## config.mk

```make
export PLATFORM = sky130hd
export DESIGN_NAME = uart_rx_buffer
export DESIGN_NICKNAME = d
export VERILOG_FILES = /design/src/rtl/uart_rx_buffer.sv
export SDC_FILE = /design/constraint.sdc
export NUM_CORES = 1
export LEC_CHECK = 0
export ABC_CLOCK_PERIOD_IN_PS = 4700
export BUFFER_PORTS_ARGS = -buffer_cell sky130_fd_sc_hd__buf_2
export CORE_MARGIN = 8
export CORE_UTILIZATION = 35
export DETAILED_ROUTE_END_ITERATION = 10
export GPL_ROUTABILITY_DRIVEN = 1
export HOLD_SLACK_MARGIN = 0.15
export PLACE_DENSITY = 0.56
export SKIP_CTS_REPAIR_TIMING = 1
export SLEW_MARGIN = 0
export SYNTH_ARGS = -nofsm -noshare
export SYNTH_HDL_FRONTEND = slang
export SYNTH_SLANG_ARGS = --single-unit
```

## constraint.sdc

```tcl
create_clock -name clk -period 4.7 [get_ports clk]
set_clock_uncertainty 0.1 [all_clocks]
set_input_delay 0.94 -clock clk [delete_from_list [all_inputs] [get_ports clk]]
set_output_delay 0.94 -clock clk [all_outputs]
set_load 0.02 [all_outputs]
```

## src/rtl/uart_rx_buffer.sv

```systemverilog
// uart_rx_buffer: stages UART receiver bytes, tags late frame errors and queues them in a FIFO
module uart_rx_buffer #(
   parameter int Depth       = 8,
   parameter int CommitDelay = 32
) (
   input  logic                    clk,
   input  logic                    nReset,
   input  logic [7:0]              rxData,
   input  logic                    rxDone,
   input  logic                    rxErr,
   output logic [7:0]              outData,
   output logic                    outFrameErr,
   output logic                    outValid,
   input  logic                    outReady,
   output logic [$clog2(Depth):0]  count,
   output logic                    overrun,
   input  logic                    clearOverrun,
   output logic [7:0]              orphanErrs
);
   localparam int AW = $clog2(Depth);
   localparam int TW = $clog2(CommitDelay);
   localparam logic [TW-1:0] TLOAD = TW'(CommitDelay - 1);

   logic          r_done_dly;
   logic          r_err_prev;
   logic          r_pend_valid;
   logic [7:0]    r_pend_byte;
   logic [TW-1:0] r_pend_timer;
   logic [AW:0]   r_wr_ptr;
   logic [AW:0]   r_rd_ptr;
   logic          r_overrun;
   logic [7:0]    r_orphan;
   logic [8:0]    r_mem [Depth];

   logic          w_done_ev;
   logic          w_err_ev;
   logic          w_commit;
   logic          w_full;
   logic          w_pop;
   logic          w_push;
   logic          w_drop;
   logic [8:0]    w_head;

   assign w_done_ev   = r_done_dly;
   assign w_err_ev    = rxErr & ~r_err_prev;
   assign w_commit    = r_pend_valid & (w_err_ev | w_done_ev | (r_pend_timer == '0));
   assign w_full      = (r_wr_ptr[AW-1:0] == r_rd_ptr[AW-1:0]) & (r_wr_ptr[AW] != r_rd_ptr[AW]);
   assign outValid    = r_wr_ptr != r_rd_ptr;
   assign w_pop       = outValid & outReady;
   assign w_push      = w_commit & (~w_full | w_pop);
   assign w_drop      = w_commit & w_full & ~w_pop;
   assign w_head      = r_mem[r_rd_ptr[AW-1:0]];
   assign outData     = outValid ? w_head[7:0] : 8'h00;
   assign outFrameErr = outValid & w_head[8];
   assign count       = r_wr_ptr - r_rd_ptr;
   assign overrun     = r_overrun;
   assign orphanErrs  = r_orphan;

   // Event detection and staging register; a new byte overrides any clear from an error commit
   always_ff @(posedge clk or negedge nReset) begin
      if (!nReset) begin
         r_done_dly   <= 1'b0;
         r_err_prev   <= 1'b0;
         r_pend_valid <= 1'b0;
         r_pend_byte  <= 8'h00;
         r_pend_timer <= '0;
      end else begin
         r_done_dly <= rxDone;
         r_err_prev <= rxErr;
         if (w_done_ev) begin
            r_pend_valid <= 1'b1;
            r_pend_byte  <= rxData;
            r_pend_timer <= TLOAD;
         end else if (w_commit) begin
            r_pend_valid <= 1'b0;
         end else if (r_pend_valid) begin
            r_pend_timer <= r_pend_timer - 1'b1;
         end
      end
   end

   // FIFO storage; the error tag is taken from the same-cycle error event
   always_ff @(posedge clk) begin
      if (w_push) r_mem[r_wr_ptr[AW-1:0]] <= {w_err_ev, r_pend_byte};
   end

   // FIFO pointers, sticky overrun (set beats clear) and saturating orphan-error counter
   always_ff @(posedge clk or negedge nReset) begin
      if (!nReset) begin
         r_wr_ptr  <= '0;
         r_rd_ptr  <= '0;
         r_overrun <= 1'b0;
         r_orphan  <= 8'h00;
      end else begin
         if (w_push) r_wr_ptr <= r_wr_ptr + 1'b1;
         if (w_pop) r_rd_ptr <= r_rd_ptr + 1'b1;
         if (w_drop) r_overrun <= 1'b1;
         else if (clearOverrun) r_overrun <= 1'b0;
         if (w_err_ev && !r_pend_valid && r_orphan != 8'hFF) r_orphan <= r_orphan + 1'b1;
      end
   end
endmodule
```

==> Word-level counts from Yosys, hierarchy flattened <==
Memories as Yosys holds them, arrays and structs flattened.
Cells that the tools add are included.
Widths: inputs -> output; s select.
{ "op_classes": {"n_addsub": 5, "n_reduce_logical": 8, "muxes": 10, "eq_ne": 5, "bitwise_logic": 14} }
{ "op_table": {"columns": ["op", "count"], "rows": [
  ["$mux 5", 3],
  ["$add 4x1->4 const B", 2],
  ["$add 8x1->8 const B", 1],
  ["$and 1x1->1", 8],
  ["$mux 8", 1],
  ["$ne 8x8->1 const B", 1],
  ["$mux 1", 6],
  ["$reduce_bool 2->1", 3],
  ["$logic_not 5->1", 1],
  ["$sub 5x1->5 const B", 1],
  ["$ne 4x4->1", 1],
  ["$sub 4x4->4", 1],
  ["$eq 3x3->1", 1],
  ["$not 1->1", 3],
  ["$or 1x1->1", 3],
  ["$logic_and 1x1->1", 2],
  ["$ne 2x2->1 const B", 1],
  ["$reduce_and 2->1", 1],
  ["$logic_not 1->1", 1],
  ["$ne 1x1->1", 1]
]} }
{ "word_totals": {"mem_count": 1, "mem_bits_rw": 72, "output_inout_bits": 23, "reg_bits": 33, "elab_cells": 52, "inputBits": 14} }
{ "mem_list": {"columns": ["name", "depth", "width", "read_ports", "rd_ports_with_merged_regs", "write_ports", "line_no", "text"], "rows": [
  ["r_mem", 8, 9, 1, 0, 1, "33", "logic [8:0] r_mem [Depth];"]
]} }

==> Longest topological paths before layout <==
Gate-level depths: netlist of run 1.
{ "logic_depth": {"depth_word": 8, "ltp_mapped": 8, "depth_no_buf": 6} }

==> Worst setup path after synthesis of run 1 <==
Ideal clock, no wire load.
{ "synth_timing": {"path_type": "input to register", "start": "input rxErr", "end": "memory r_mem[4][0] (enable)", "arrival_time_ns": 2.703, "path_buffers": 1, "path_stages": 5, "required_time_ns": 4.201, "setup_slack_ns": 1.498, "setup_ns": 0.399, "cell_sequence": "nor2b_1 > or3_1 > buf_4 > nand2_1 > nor4_1"} }
{ "synth_between": {"elab_chain_cells": 7} }
{ "synth_lines": {"columns": ["element", "line_no", "text"], "rows": [
  ["start: declaration", "10", "input logic rxErr,"],
  ["$and 1x1->1", "45", "assign w_err_ev = rxErr & ~r_err_prev;"],
  ["$or 1x1->1 (2 in series)", "46", "assign w_commit = r_pend_valid & (w_err_ev | w_done_ev | (r_pend_timer == '0));"],
  ["$and 1x1->1", "46", null],
  ["$and 1x1->1", "50", "assign w_push = w_commit & (~w_full | w_pop);"],
  ["$mux 1", "84", "if (w_push) r_mem[r_wr_ptr[AW-1:0]] <= {w_err_ev, r_pend_byte};"],
  ["$mux 1 (implied by the code)", "84", null],
  ["end: declaration", "33", null]
]} }
Every way passes these cells.

==> Final worst setup path of run 1 <==
{ "layout_timing": {"start": "register r_rd_ptr[2]", "end": "output outData[5]"} }
{ "layout_between": {"elab_chain_cells": 2, "word_cells_on_any_way": 3, "cone_classes": "1 x eq/ne; 1 x mux; 1 x memory"} }
{ "layout_lines": {"columns": ["element", "line_no", "text"], "rows": [
  ["start: declaration", "30", "logic [AW:0] r_rd_ptr;"],
  ["start signal: assignment", "96", "if (w_pop) r_rd_ptr <= r_rd_ptr + 1'b1;"],
  ["$mem_v2 8x9 / $ne 4x4->1 (equally long branches)", null, null],
  ["$mux 8 (*)", "53", "assign outData = outValid ? w_head[7:0] : 8'h00;"],
  ["end: declaration", "11", "output logic [7:0] outData,"]
]} }
Mark *: on every way between the ends. The rest lies on a longest branch, timed or not.

==> results of run 1 <==
registers in the layout, indices dropped and copies added, names as in the netlist:
signal	cells
r_mem	72
r_pend_byte	8
r_err_prev	1
r_wr_ptr	4
r_rd_ptr	4
r_pend_valid	1
orphanErrs	8
overrun	1
r_pend_timer	5
r_done_dly	1
power groups by stage:
stage          clock, mW  combinational, mW  sequential [mW]
6_report           0.744               1.18             1.27
5_1_grt            0.806               1.30             1.29
4_1_cts            0.766               1.21             1.27
3_5_place_dp           0               1.21             1.29
3_3_place_gp           0               1.20             1.28
2_1_floorplan          0              0.829             1.27
routing by layer:
layer / up-vias / wire (um)
li1: 1127 / -
met1: 1200 / 3790
met2: 47 / 4350
met3: 7 / 291
met4: 0 / 68
met5: - / 0
metrics by stage:
| stage | std cells | cell area [sq um] | setup slack, ns | utilization |
|---|---|---|---|---|
| finish | 498 | 5110 | 0.838 | 0.412 |
| global route | 498 | 5110 | 0.605 | 0.412 |
| CTS | 498 | 5110 | 0.777 | 0.412 |
| detailed placement | 482 | 4810 | 1.15 | 0.388 |
| global placement | 482 | 4810 | 1.20 | 0.388 |
| floorplan | 274 | 4380 | 1.50 | - |
final cells by class:
type,instances,share of cell area
tap,172,0.0421
timing repair buffer,46,0.0500
sequential,105,0.585
clock inverter,5,0.0127
multi-input combinational,148,0.257
inverter,11,0.00808
clock buffer,11,0.0455
cells in the final DEF (no fill, tap or decap), types with 3 or more instances in the layout:
cell type,instances
mux4_2,18
edfxtp_1,72
nand3_1,8
clkbuf_16,9
dfrtp_1,33
nand2_1,27
inv_1,9
xnor2_1,10
nor2_1,11
ha_1,7
a21oi_1,14
buf_4,10
buf_2,36
nor3_1,5
nand4_1,4
nand2b_1,3
mux2_2,13
path summary, 6_finish.rpt:
kind	start	endpoint	slack, ns	cells past startpoint
setup / recovery	r_rd_ptr[2]$_DFFE_PN0P_	outData[5]	0.84	5
hold / removal	r_rd_ptr[3]$_DFFE_PN0P_	r_rd_ptr[3]$_DFFE_PN0P_	0.40	1
setup reg to reg	r_rd_ptr[2]$_DFFE_PN0P_	r_mem[6][3]$_DFFE_PP_	1.48	7
hold reg to reg	r_rd_ptr[3]$_DFFE_PN0P_	r_rd_ptr[3]$_DFFE_PN0P_	0.40	1
max in group asynchronous	nReset	overrun$_DFFE_PN0P_	3.37	1
min in group asynchronous	nReset	r_pend_byte[6]$_DFFE_PN0P_	0.60	1
cell families after synthesis:
family	count (synthesis)
DFF	105
xor gates and xnor gates	12
buffers and inverters	21
muxes	33
and+or+nand+nor	71
AOI/OAI and AO/OA	24
adders and majority gates	8
==> run_results.csv, run 1 <==
group,metric,value,unit
outcome,status,"complete, no violations",
routing,viasPerCell,4.78,
floorplan,io_pins,37,
timing,whs,0.398,ns
clock_tree,cts_buffer_depth,2,
setup_path,end_kind,"primary output",
floorplan,die_w,128,um
global_route,grt.overflow.total,0,
global_route,grt_busiest_layer,"met2",
yosys,synthTopCellsByCount,"edfxtp_1 (72), dfrtp_1 (33), nand2_1 (27), mux4_2 (18), a21oi_1 (14)",
clock_tree,clk_pin_slew,0.07,ns
yosys,synth_compound_area_frac,0.0317,
yosys,synth_edf_count,72,
timing,relSlewSlack,0.442,
yosys,synth_area_leaders,"edfxtp_1 (49%), dfrtp_1 (19%), mux4_2 (9.3%)",
global_route,grt_start_max_net_pins,34,
yosys,yosysUniqueCellTypes,39,
yosys,synth_nets,296,
setup_path,path_max_fanout,12,
pwr,fin_total_pwr,3.19,mW
yosys,netlist_instances,274,
finish,register_area,2990,sq um
finish,n_antenna_cell,0,
pwr,p_per_area,625,nW/um^2
pwr,p_sw_frac,0.359,
clock_tree,cts_num_sinks,105,
setup_path,crit_family,"buffers and inverters",
yosys,synth_most_common_cell,"edfxtp_1",
finish,drive_above_1_share,0.298,
routing,drtIter0Drc,109,
yosys,seq_area_frac_synth,0.682,
clock_tree,cts_tree,"built",
clock_tree,htree_levels,3,
pwr,clockPowerShare,0.233,
yosys,synthArstFlopShare,0.314,
pwr,internal-power,2.05,mW
clock_tree,cts_buffers,9,
global_route,grtUsageMet2,0.194,
clock_tree,root_buffer,"clkbuf_16",
timing,max_slew.worst_pin.slew,0.833,ns
floorplan,die-area,16400,sq um
routing,dr.pass1.iters,4,
timing,finalHoldViolCount,0,
routing,drc,0,
pwr,p_sw,1.15,mW
floorplan,die_h,128,um
global_route,grtUsageTotal,0.112,
global_route,grt_first_pass_wirelength,13.9,mm
timing,fin_crit,3.86,ns
timing,period_share,0.822,
floorplan,coreArea,12400,sq um
hold_path,min_path_type,"flip-flop to flip-flop",
setup_path,cpPeakStageDelay,0.63,ns
setup_path,required,3.66,ns
pwr,power_leakage,1.88,nW
routing,routed_wl,8.50,mm
yosys,synthFlopType,"edfxtp_1",
placement,dp_hpwl,5.86,mm
timing,setup_tns,0,ns
finish,nets,343,
placement,numPortBuffers,36,
yosys,netlist.top_cell.by_area,"edfxtp_1",
setup_path,cp.arrival,2.82,ns
setup_path,cp_cell_sequence,"clkinv_1 > ha_1 > and4_1 > a21oi_1 > buf_2",
routing,drt-wirelength-per-cell,17.1,um
placement,gp_congestion,0.750,
yosys,postSynthAreaPerCell,16.0,sq um
yosys,synth_top_family_by_area,"multiplexers",
floorplan,initial_core_util,0.353,
routing,vias,2381,
timing,max_freq,259,MHz
yosys,synth_xor_xnor_area_share,0.0240,
pwr,combPwrFrac,0.370,
timing,drv_slew,0,
finish,multi_input_area,1310,sq um
yosys,syn_area,4380,sq um
setup_path,startpoint_type,"flip-flop",
routing,ant_nets,0,
setup_path,critical_path_buf_inv_count,2,
setup_path,cpMaxStageDelayCell,"dfrtp_1",
yosys,synth.area.mux_share,0.131,
yosys,ys_warn_count,0,
yosys,ys_seq_elements,105,
global_route,grt_pass1_vias,2629,
finish,fillers,1184,
yosys,synth_top_area_share,0.494,
timing,setup_viol,0,
finish,area_growth,16.7,%
setup_path,path_class,"flip-flop to primary output",
timing,rsz0062_at_grt,"no",
global_route,use_met3,0.0316,
global_route,met1_usage,0.135,
pwr,peakVddDrop,0.000258,V
floorplan,rows,41,
run,cap_violations,0,
yosys,yosys.area_share.simple,0.0874,
clock_tree,clk_latency,0.34,ns
yosys,synth_fa_ha_area_frac,0.0246,
pwr,share_seq_of_total_power,0.397,
global_route,antenna_found_initial,0,
Power figures use the tool's default switching activity.
==> inputs of run 2 (changes only) <==
--- a/config.mk
+++ b/config.mk
@@ -5,7 +5,8 @@
 export SDC_FILE = /design/constraint.sdc
 export NUM_CORES = 1
 export LEC_CHECK = 0
-export ABC_CLOCK_PERIOD_IN_PS = 4700
+export ABC_AREA = 1
+export ABC_CLOCK_PERIOD_IN_PS = 4000
 export BUFFER_PORTS_ARGS = -buffer_cell sky130_fd_sc_hd__buf_2
 export CORE_MARGIN = 8
 export CORE_UTILIZATION = 35
==> constraint.sdc (replaced) <==
create_clock -name clk -period 4 [get_ports clk]
set_clock_uncertainty 0.1 [all_clocks]
set_input_delay 0.8 -clock clk [delete_from_list [all_inputs] [get_ports clk]]
set_output_delay 0.8 -clock clk [all_outputs]
set_load 0.02 [all_outputs]
==> run_results.csv, run 2 <==
group,metric,value,unit
finish,drive_above_1_share,0.140,
yosys,yosysUniqueCellTypes,32,
routing,drc,0,
clock_tree,clk_pin_slew,0.07,ns
placement,dp_hpwl,7.59,mm
floorplan,die_h,133,um
setup_path,endpoint,"outFrameErr",
clock_tree,htree_levels,3,
timing,max_freq,308,MHz
pwr,share_seq_of_total_power,0.379,
floorplan,initial_core_util,0.353,
floorplan,io_pins,37,
routing,met2WireLength,5.15,mm
pwr,p_per_area,732,nW/um^2
finish,nets,547,
setup_path,critical_path_buf_inv_count,3,
yosys,synth_most_common_cell,"nand2_1",
run,cap_violations,0,
floorplan,rows,43,
setup_path,path_max_fanout,12,
timing,finalHoldViolCount,0,
timing,rsz0062_at_grt,"no",
placement,postPlaceCellArea,5120,sq um
routing,drtIter0Drc,213,
yosys,synth_area_leaders,"edfxtp_1 (45%), dfrtp_1 (17%), nand2_1 (12%)",
placement,numPortBuffers,36,
setup_path,r2r_start,"r_rd_ptr[2]$_DFFE_PN0P_",
routing,routed_wl,10.9,mm
pwr,power_leakage,2.37,nW
routing,vias,3350,
yosys,syn_area,4830,sq um
yosys,synth_top_area_share,0.448,
routing,drt-wirelength-per-cell,15.4,um
setup_path,critical_path.startpoint,"r_rd_ptr[2]$_DFFE_PN0P_",
clock_tree,cts_num_sinks,105,
setup_path,required,3.10,ns
setup_path,cpPeakStageDelay,0.57,ns
setup_path,cpMaxStageDelayCell,"dfrtp_1",
clock_tree,root_buffer,"clkbuf_16",
finish,mostFrequentLayoutCells,"nand2_1 (148), nor2_1 (78), edfxtp_1 (72)",
timing,max_slew.worst_pin.slew,0.834,ns
floorplan,coreArea,13700,sq um
setup_path,end_kind,"primary output",
yosys,synthFlopType,"edfxtp_1",
routing,highest_layer,"met4",
global_route,grt_start_max_net_pins,34,
finish,n_antenna_cell,0,
pwr,peakVddDrop,0.000298,V
pwr,internal-power,2.41,mW
routing,ant_nets,0,
global_route,grt_pass1_vias,3402,
finish,stdcell_area,5460,sq um
routing,dr.pass1.iters,5,
yosys,synth_nets,517,
pwr,p_sw_frac,0.396,
timing,fin_crit,3.25,ns
yosys,synth_edf_count,72,
setup_path,cp_num_cells,8,
finish,final_common_cell,"nand2_1",
global_route,grt.overflow.total,0,
hold_path,min_path_type,"flip-flop to flip-flop",
routing,viasPerCell,4.72,
floorplan,die-area,17800,sq um
timing,relSlewSlack,0.442,
setup_path,cp_cell_sequence,"inv_1 > ha_1 > nand3_1 > nor2_2 > inv_2 > nand2_1 > nor2_1 > buf_2",
timing,setup_tns,0,ns
pwr,combPwrFrac,0.374,
setup_path,path_class,"flip-flop to primary output",
yosys,synthTopCellsByCount,"nand2_1 (148), nor2_1 (78), edfxtp_1 (72), dfrtp_1 (33), inv_1 (33)",
floorplan,die_w,133,um
timing,setup_viol,0,
clock_tree,cts_tree,"built",
yosys,seq_area_frac_synth,0.619,
finish,largest_reg_flops,72,
routing,wl_met1,4.93,mm
yosys,netlist.top_cell.by_area,"edfxtp_1",
yosys,ys_warn_count,0,
setup_path,r2r_setup_slack,1.07,ns
yosys,synthArstFlopShare,0.314,
pwr,p_sw,1.58,mW
clock_tree,clk_latency,0.35,ns
yosys,ys_seq_elements,105,
outcome,status,"complete, no violations",
finish,area_growth,13.1,%
hold_path,hold_start,"r_pend_timer[0]$_DFFE_PN0P_",
routing,route.met3.wl,637,um
pwr,clockPowerShare,0.247,
setup_path,r2r_cells,7,
clock_tree,cts_buffers,9,
global_route,grt_first_pass_wirelength,18.0,mm
setup_path,r2r_end,"r_mem[3][4]$_DFFE_PP_",
global_route,antenna_found_initial,0,
setup_path,crit_family,"buffers and inverters",
timing,period_share,0.813,
clock_tree,cts_buffer_depth,2,
placement,gp_congestion,0.822,
global_route,grtUsageTotal,0.130,
timing,drv_slew,0,
yosys,netlist_instances,495,
setup_path,startpoint_type,"flip-flop",
setup_path,cp.arrival,2.35,ns
yosys,postSynthAreaPerCell,9.75,sq um
[run 2: cell count changes in the layout (fill, tap and decap cells not counted), sizes merged, moves of 13 or more]
cell,previous run,this run
mux2,13,0
nand2,27,156
o21ai,2,34
nor2,11,81
inv,11,37
mux4,18,0
nand3,8,31
[run 2: cells by family after synthesis]
group	after synthesis	synth area share
and+or+nand+nor	280	0.248
DFF	105	0.619
buffers and inverters	57	0.0555
AOI/OAI and AO/OA	37	0.0410
xor gates and xnor gates	8	0.0145
adders and majority gates	8	0.0223
[run 2: metrics by stage]
stage	setup slack, ns	hold slack (ns)	power [mW]	cells	utilization
after detailed placement	1.06	0.374	3.06	694	0.375
after CTS	0.746	0.390	4.05	710	0.399
final	0.749	0.385	4.00	710	0.399
after global routing	0.586	0.422	4.28	710	0.399
after floorplan	1.32	0.352	2.59	495	-
after global placement	1.16	0.370	3.04	694	0.375
[run 2: cell type report]
cell class | count | area, sq um
inverter | 38 | 145
clock inverter | 6 | 106
tap | 180 | 225
clock buffer | 10 | 229
multi-input combinational | 333 | 1570
timing repair buffer | 38 | 195
fill | 1381 | 8210
sequential | 105 | 2990
[run 2: worst min-delay path by stage]
stage | to | slack (ns) | depth (start not counted)
global placement | r_pend_timer[0]$_DFFE_PN0P_ | 0.37 | 2
detailed placement | r_pend_timer[0]$_DFFE_PN0P_ | 0.37 | 2
floorplan | r_pend_timer[0]$_DFFE_PN0P_ | 0.35 | 2
finish | r_pend_timer[0]$_DFFE_PN0P_ | 0.38 | 2
global route | r_pend_timer[0]$_DFFE_PN0P_ | 0.42 | 2
CTS | r_pend_timer[0]$_DFFE_PN0P_ | 0.39 | 2
[run 2: worst reg2reg max path, stage by stage (launching register included)]
cell	delay (ns)
dfrtp_1	0.57
inv_1	0.27
ha_1	0.39
nand3_1	0.12
nor2_1	0.06
nand2_2	0.14
nand3_4	0.20
nor2_1	0.70
[run 2: per-layer routing]
layer,up-vias,GRT usage
li1,1676,-
met1,1582,0.165
met2,78,0.207
met3,14,0.0418
met4,0,0.0412
met5,-,0
[run 2: power groups by stage]
| stage | logic [mW] | registers, mW | clock network, mW |
|---|---|---|---|
| after floorplan | 1.15 | 1.44 | 0 |
| after global placement | 1.51 | 1.53 | 0 |
| after detailed placement | 1.52 | 1.54 | 0 |
| after CTS | 1.53 | 1.52 | 1.01 |
| after global routing | 1.68 | 1.54 | 1.05 |
| final | 1.49 | 1.52 | 0.988 |
